## config.mk

```make
export PLATFORM = sky130hd
export DESIGN_NAME = multicycle_ctrl
export DESIGN_NICKNAME = d
export VERILOG_FILES = /design/src/rtl/multicycle_ctrl.sv
export SDC_FILE = /design/constraint.sdc
export NUM_CORES = 1
export LEC_CHECK = 0
export CAP_MARGIN = 20
export CORE_ASPECT_RATIO = 0.9
export CORE_MARGIN = 2
export CORE_UTILIZATION = 25
export DETAILED_ROUTE_END_ITERATION = 8
export PLACE_DENSITY = 0.72
export SETUP_SLACK_MARGIN = 0.1
export SLEW_MARGIN = 40
export SYNTH_ARGS = -nofsm -noshare
export SYNTH_HDL_FRONTEND = slang
export SYNTH_SLANG_ARGS = --single-unit
```

## constraint.sdc

```tcl
create_clock -name clk -period 14 [get_ports clk]
set_input_delay 4.2 -clock clk [delete_from_list [all_inputs] [get_ports clk]]
set_output_delay 4.2 -clock clk [all_outputs]
set_load 0.01 [all_outputs]
```

## src/rtl/multicycle_ctrl.sv

```systemverilog
// Multicycle MIPS-subset control sequencer: decodes the IR and issues per-state datapath control.
// Optional performance counters are built when MCTRL_PERF_EN is defined.
module multicycle_ctrl #(
   parameter int CNT_W = 32
) (
   input  logic             clk,
   input  logic             rst,
   input  logic             run,
   input  logic [31:0]      Instruction,
   input  logic             Zero,
   output logic             PCWr,
   output logic [1:0]       PCSrc,
   output logic             IRWr,
   output logic             RegWr,
   output logic             RegDst,
   output logic             ExtOp,
   output logic             ALUSrc,
   output logic [2:0]       ALUctr,
   output logic             MemWr,
   output logic             MemtoReg,
   output logic [2:0]       state,
   output logic             err,
   output logic [CNT_W-1:0] cyc_cnt,
   output logic [CNT_W-1:0] ret_cnt
);

   typedef enum logic [2:0] {
      S_IF  = 3'd0,
      S_ID  = 3'd1,
      S_EX  = 3'd2,
      S_MEM = 3'd3,
      S_WB  = 3'd4,
      S_ERR = 3'd7
   } state_t;

   typedef enum logic [2:0] {
      K_RTYPE, K_LW, K_SW, K_BEQ, K_J, K_ADDI, K_ORI, K_BAD
   } kind_t;

   state_t     cur, nxt;
   kind_t      kind;
   logic [2:0] r_aluctr;
   logic       r_ok;
   logic       pc_wr, ir_wr, reg_wr, mem_wr;
   logic       unused_bits;

   assign unused_bits = ^Instruction[25:6];

   // NOTE: every always_comb output gets a default first, so no path can infer a latch.
   always_comb begin
      r_ok     = 1'b1;
      r_aluctr = 3'b000;
      case (Instruction[5:0])
         6'b100000: r_aluctr = 3'b000;
         6'b100010: r_aluctr = 3'b001;
         6'b100100: r_aluctr = 3'b010;
         6'b100101: r_aluctr = 3'b011;
         6'b101010: r_aluctr = 3'b100;
         default:   r_ok     = 1'b0;
      endcase

      kind = K_BAD;
      case (Instruction[31:26])
         6'b000000: kind = r_ok ? K_RTYPE : K_BAD;
         6'b100011: kind = K_LW;
         6'b101011: kind = K_SW;
         6'b000100: kind = K_BEQ;
         6'b000010: kind = K_J;
         6'b001000: kind = K_ADDI;
         6'b001101: kind = K_ORI;
         default:   kind = K_BAD;
      endcase
   end

   always_comb begin
      nxt = cur;
      if (run) begin
         case (cur)
            S_IF:    nxt = S_ID;
            S_ID:    nxt = (kind == K_BAD) ? S_ERR : (kind == K_J) ? S_IF : S_EX;
            S_EX:    nxt = (kind == K_BEQ) ? S_IF :
                           (kind == K_LW || kind == K_SW) ? S_MEM : S_WB;
            S_MEM:   nxt = (kind == K_LW) ? S_WB : S_IF;
            S_WB:    nxt = S_IF;
            S_ERR:   nxt = S_ERR;
            default: nxt = S_IF;
         endcase
      end
   end

   // NOTE: sequential state uses non-blocking assignments; reset is asynchronous so rst acts mid-cycle.
   always_ff @(posedge clk or posedge rst) begin
      if (rst) cur <= S_IF;
      else     cur <= nxt;
   end

   // WB recomputes the EX-cycle ALU settings from the still-held IR.
   always_comb begin
      pc_wr    = 1'b0;
      ir_wr    = 1'b0;
      reg_wr   = 1'b0;
      mem_wr   = 1'b0;
      PCSrc    = 2'b00;
      RegDst   = 1'b0;
      ExtOp    = 1'b0;
      ALUSrc   = 1'b0;
      ALUctr   = 3'b000;
      MemtoReg = 1'b0;
      case (cur)
         S_IF: begin
            pc_wr = 1'b1;
            ir_wr = 1'b1;
         end
         S_ID: begin
            if (kind == K_J) begin
               pc_wr = 1'b1;
               PCSrc = 2'b10;
            end
         end
         S_EX, S_WB: begin
            case (kind)
               K_RTYPE:            ALUctr = r_aluctr;
               K_ADDI, K_LW, K_SW: begin ALUSrc = 1'b1; ExtOp = 1'b1; end
               K_ORI:              begin ALUSrc = 1'b1; ALUctr = 3'b011; end
               K_BEQ:              ALUctr = 3'b001;
               default:            ALUctr = 3'b000;
            endcase
            if (cur == S_EX && kind == K_BEQ) begin
               PCSrc = 2'b01;
               pc_wr = Zero;
            end
            if (cur == S_WB) begin
               reg_wr   = 1'b1;
               RegDst   = (kind == K_RTYPE);
               MemtoReg = (kind == K_LW);
            end
         end
         S_MEM:   mem_wr = (kind == K_SW);
         default: ;
      endcase
   end

   assign PCWr  = pc_wr  & run & ~rst;
   assign IRWr  = ir_wr  & run & ~rst;
   assign RegWr = reg_wr & run & ~rst;
   assign MemWr = mem_wr & run & ~rst;
   assign state = cur;
   assign err   = (cur == S_ERR);

`ifdef MCTRL_PERF_EN
   logic [CNT_W-1:0] cyc_q, ret_q;

   always_ff @(posedge clk or posedge rst) begin
      if (rst) begin
         cyc_q <= '0;
         ret_q <= '0;
      end else if (run) begin
         if (cur != S_ERR)               cyc_q <= cyc_q + CNT_W'(1);
         if (nxt == S_IF && cur != S_IF) ret_q <= ret_q + CNT_W'(1);
      end
   end

   assign cyc_cnt = cyc_q;
   assign ret_cnt = ret_q;
`else
   assign cyc_cnt = '0;
   assign ret_cnt = '0;
`endif

endmodule

```

**Word-level counts from Yosys, hierarchy flattened**

Index checks and enable logic that the tools add are counted.

- Word-level logic and storage cells: 72
- Input bits: 36
- RAM bits: 0
- Bits in latches: 0
- Output and inout bits: 81
- Flip-flop bits (word level): 3
- Memories: 0
- Bits in read-only memories: 0

- Magnitude comparators: 0
- Add/subtract/negate cells: 0
- Div/mod/pow operators: 0
- Bitwise operators: 9
- Mux-type cells: 30
- Reductions and logical operators: 9
- Shift operators: 0
- Equal/unequal tests: 23
- Multipliers: 0

Operators with widths:

| kind | number |
|---|---|
| == test 6 bit, second input constant | 7 |
| case mux 3 bit (7 select lines) | 1 |
| == test 3 bit, second input constant | 6 |
| 2-to-1 mux 3 bit | 6 |
| 2-to-1 mux 1 bit | 16 |
| case mux 3 bit (5 select lines) | 1 |
| == test 3 x 2 -> 1 bit, second input constant | 4 |
| == test 6 x 4 -> 1 bit, second input constant | 2 |
| case mux 3 bit (4 select lines) | 1 |
| case mux 3 bit (3 select lines) | 1 |
| AND 1 bit | 8 |
| == test 3 x 1 -> 1 bit, second input constant | 2 |
| == test 6 x 2 -> 1 bit, second input constant | 1 |
| == test 6 x 3 -> 1 bit, second input constant | 1 |
| logical NOT 3 bit | 2 |
| logical NOT 6 bit | 1 |
| OR reduction 5 bit | 1 |
| 2-to-1 mux 2 bit | 2 |
| case mux 2 bit (2 select lines) | 1 |
| OR reduction 4 bit | 1 |
| case mux 1 bit (3 select lines) | 1 |
| OR reduction 3 bit | 1 |
| OR reduction 2 bit | 1 |
| logical AND 1 bit | 1 |
| 2 further kinds | 2 |

**Depth between registers and ports, before layout**

- Depth after elaboration: 11
- Mapped depth: 11
- Gate-level depth less buffers: 10

**Worst setup path before layout**

No wires, ideal clock.

- Path type: input -> output
- From: input port Instruction[28]
- To: output port PCWr
- Stages on the path: 9
- Slack: 3.463 ns
- Required time: 9.800 ns
- Buffers on the path: 1
- Arrival time: 6.337 ns
- Cells stage by stage: clkbuf_1 > maj3_1 > nor3_1 > a21oi_1 > a21o_1 > or4_1 > ha_1 > nor4b_1 > a211o_1

- Cells in the longest elaborated chain, start to end: 8
- Elaborated cells on any way between the ends: 16

Ends and longest elaborated chain:

| what | RTL line | text |
|---|---|---|
| start, declared | 9 | `input logic [31:0] Instruction,` |
| == test 6 x 4 -> 1 bit, or another cell as far along | 63 | `case (Instruction[31:26])` |
| case mux 3 bit (7 select lines) * | 63 |  |
| == test 3 x 2 -> 1 bit | 128 | `if (cur == S_EX && kind == K_BEQ) begin` |
| logical AND 1 bit | 128 |  |
| 2-to-1 mux 1 bit | 128 |  |
| case mux 1 bit (3 select lines) * | 109 | `case (cur)` |
| AND 1 bit * (2 in series) | 143 | `assign PCWr = pc_wr & run & ~rst;` |
| end, declared | 11 | `output logic PCWr,` |

Every way passes the cells marked *; elsewhere a longest branch is shown, timed or not.

**Worst setup path after layout**

- From: input port Instruction[3]
- To: output port PCWr

- Cells in the longest elaborated chain, start to end: 11
- Elaborated cells on any way between the ends: 17

Ends and longest elaborated chain:

| what | RTL line | text |
|---|---|---|
| == test 6 bit | 53 | `case (Instruction[5:0])` |
| OR reduction 5 bit (no line) * | n/a |  |
| 2-to-1 mux 1 bit * | 53 |  |
| 2-to-1 mux 3 bit * | 64 | `6'b000000: kind = r_ok ? K_RTYPE : K_BAD;` |
| case mux 3 bit (7 select lines) * | 63 |  |
| == test 3 x 2 -> 1 bit | 128 |  |
| logical AND 1 bit | 128 |  |
| 2-to-1 mux 1 bit | 128 |  |
| case mux 1 bit (3 select lines) * | 109 |  |
| AND 1 bit * (2 in series) | 143 |  |

Marked as above.

==> impl_metrics.json <==
{
  "outcome": "finished, final reports clean",
  "grt_antenna_before_repair": 0,
  "hold_slack_ps": 733,
  "crit_path_end_kind": "output pin",
  "layout-drive-gt1-share_pct": 3.96,
  "die_h_um": 70.5,
  "worstRegToRegCells": 5,
  "p_leak_nw": 0.586,
  "critical-path-slowest-cell": "nor3b_1",
  "relSlewSlack_pct": 53.1,
  "synth_xor_area_share_pct": 1.43,
  "gp_congestion": 0.812,
  "cts.clk_slew.worst_paths_ps": 30,
  "synth_top_cell_by_area": "buf_4",
  "htree_levels": 1,
  "grt_pass1_wl_mm": 3.73,
  "required_ps": 9800,
  "die_w_um": 77.9,
  "drc_errors": 0,
  "cpMostUsedCell": "clkdlybuf4s50_1",
  "cts_setup_buffers": 0,
  "synth_cell_type_count": 41,
  "synthMuxAreaShare_pct": 0,
  "via_per_inst": 3.97,
  "drt-total-wl_mm": 2.52,
  "ctsResizeCount": 0,
  "num_rows": 24,
  "power_density_nw_per_um2": 84.8,
  "dr.pass1.iters": 4,
  "grt.total_usage_pct": 8.08,
  "area_growth_syn_to_layout_pct": 13.7,
  "rsz0062_at_grt": "false",
  "clock_sinks": 3,
  "min_path_cells": 2,
  "tightest_slew_ps": 702,
  "finalHoldViolations": 0,
  "max-vdd-ir-drop_mv": 0.0417,
  "fmax_ghz": 0.0861,
  "r2r_end": "state[1]$_DFFE_PP0P_",
  "largest_register_ffs": 3,
  "critical-path-max-stage-delay_ps": 570,
  "netlist_area_um2": 1230,
  "yosysTopAreaCellShare_pct": 39.7,
  "timing.rr.start": "state[0]$_DFFE_PP0P_",
  "instances_no_fill": 267,
  "tns_ps": 0,
  "period_minus_slack_ps": 11620,
  "dp_hpwl_mm": 2.04,
  "core_area_um2": 4770,
  "grt_max_degree": 16,
  "start_util_pct": 25.7,
  "hold_buffers": 0,
  "initialDrtViolationCount": 57,
  "synth_compound_area_share_pct": 13.3,
  "ys_ff_latch": 3,
  "dieArea_um2": 5490,
  "cp_data_arrival_time_ps": 7420,
  "critPathBufInv": 2,
  "final_common_cell": "conb_1",
  "p_sw_mw": 0.0557,
  "n_antenna_cell": 0,
  "cts_tree": "built",
  "clk_latency_ps": 210,
  "clock-root-buffer": "clkbuf_8",
  "crit_chain": "clkdlybuf4s50_1 > nor3b_1 > a211oi_4 > a21o_1 > or4_1 > ha_1 > nor4b_1 > a211o_1 > clkdlybuf4s50_1",
  "min_from": "state[2]$_DFFE_PP0P_",
  "final_cell_mix": "conb_1, clkdlybuf4s50_1, nand2_1",
  "hp-class": "reg2reg",
  "swShare_pct": 47.0,
  "path_delay_family": "simple AND/OR/NAND/NOR gates",
  "vias": 1059,
  "netlist_instances": 173,
  "cts_made_buffers": 3,
  "dp.cells": 263,
  "synth_seq_area_share_pct": 6.11,
  "synth_simple_gate_area_share_pct": 31.2,
  "setup_viol_count_final": 0,
  "path_class": "in2out",
  "path_max_fanout": 8,
  "internal-power_mw": 0.0628,
  "portBuffers": 32,
  "synth_fa_ha_area_share_pct": 4.89,
  "grt_pass1_vias": 808,
  "max_cap_viol_count": 0,
  "power.share.combinational_pct": 56.7,
  "avgRoutedWirePerCell_um": 9.44,
  "cp-startpoint": "Instruction[3]",
  "synthTopCellsByArea": "buf_4, dfrtp_1, nand2_1",
  "cts_buffer_depth": 2,
  "grt_overflow": 0,
  "start_kind": "primary input",
  "pin_count": 117,
  "fin_nets": 243,
  "min_to": "state[2]$_DFFE_PP0P_",
  "seq_power_share_pct": 22.4,
  "ant_nets": 0,
  "post_synth.cell_area_avg_um2": 7.10,
  "yosysWarnings": 0,
  "post-route-period-util_pct": 83.0,
  "worst_clock_skew_ps": 0.991,
  "slew_violations": 0,
  "ff2ff_setup_slack_ps": 12480,
  "synth_top_family_by_area": "buffers and inverters",
  "clock_power_share_pct": 20.8
}
-- worst max-delay path by stage --
stage                 to  slack (ps)  depth (start not counted)
4_1_cts             PCWr        2390                          9
3_3_place_gp        PCWr        2440                          9
2_1_floorplan       PCWr        3460                          9
5_1_grt        ALUctr[0]        2140                         11
3_5_place_dp        PCWr        2400                          9
6_report            PCWr        2380                          9
-- power by group through the flow --
| stage | clock network, mW | logic, mW | registers [mW] |
|---|---|---|---|
| 2_1_floorplan | 0 | 0.0620 | 0.0185 |
| 3_3_place_gp | 0 | 0.0650 | 0.0264 |
| 3_5_place_dp | 0 | 0.0667 | 0.0268 |
| 4_1_cts | 0.0256 | 0.0671 | 0.0266 |
| 5_1_grt | 0.0265 | 0.0740 | 0.0285 |
| 6_report | 0.0247 | 0.0672 | 0.0266 |
-- final cells by class --
| cell class | count | area (um^2) |
|---|---|---|
| Sequential cell | 3 | 75.1 |
| Tap cell | 65 | 81.3 |
| Timing Repair Buffer | 32 | 320 |
| Fill cell | 527 | 3380 |
| Multi-Input combinational cell | 160 | 865 |
| Clock buffer | 4 | 45.0 |
| Inverter | 3 | 11.3 |
-- through the flow --
stage          setup WS, ps  power [mW]  area (um^2)  utilization (%)
5_1_grt                2140       0.129         1400             29.3
4_1_cts                2390       0.119         1400             29.3
3_5_place_dp           2400      0.0935         1350             28.3
6_report               2380       0.118         1400             29.3
3_3_place_gp           2440      0.0914         1350             28.3
2_1_floorplan          3460      0.0806         1470                -
-- worst reg2reg max path, stage by stage (launching register included) --
cell and delay [ps]:
dfrtp_1 520, nor2_1 180, nand2_1 90, or3_1 340
nor2b_1 140, o221ai_1 150
-- cell families (layout without fill, tap and decap cells) --
group,after synthesis,count (layout)
other cells,1,64
fa+ha+maj,5,5
xor+xnor,2,2
buf+inv,73,39
simple gates,67,67
flops,3,3
compound gates,22,22
-- cells in the mapped netlist --
cell	count
nor2b_1	6
xor2_1	1
nor3_1	5
nand4_1	2
o21a_1	1
ha_1	4
clkbuf_1	4
conb_1	1
a21oi_1	9
maj3_1	1
a21o_1	1
and3_1	1
o221ai_1	1
a211oi_2	1
nor4b_1	1
or3_1	4
nand3_1	1
nor4_1	3
nor3b_1	4
a211o_1	1
or4_4	1
nor4b_2	1
o311ai_1	1
buf_6	1
dfrtp_1	3
inv_1	3
o31ai_1	2
nor2_1	12
o211ai_1	1
nand3b_1	2
o21ai_1	1
nand2_1	15
a211oi_4	1
or4_1	2
nand2b_1	3
buf_4	65
xnor2_1	1
nor4bb_1	2
o41ai_1	1
o21ai_2	1
and4_1	2
-- layer usage --
metal | up-vias | wire length [um] | GRT usage, % | part of all wire, %
met5 | - | 0 | 0 | 0
met4 | 0 | 0 | 1.75 | 0
met3 | 0 | 276 | 1.94 | 11
met2 | 60 | 1200 | 13.0 | 48
met1 | 474 | 1040 | 11.0 | 41
li1 | 525 | - | - | -
(Power assumes the default switching activity.)
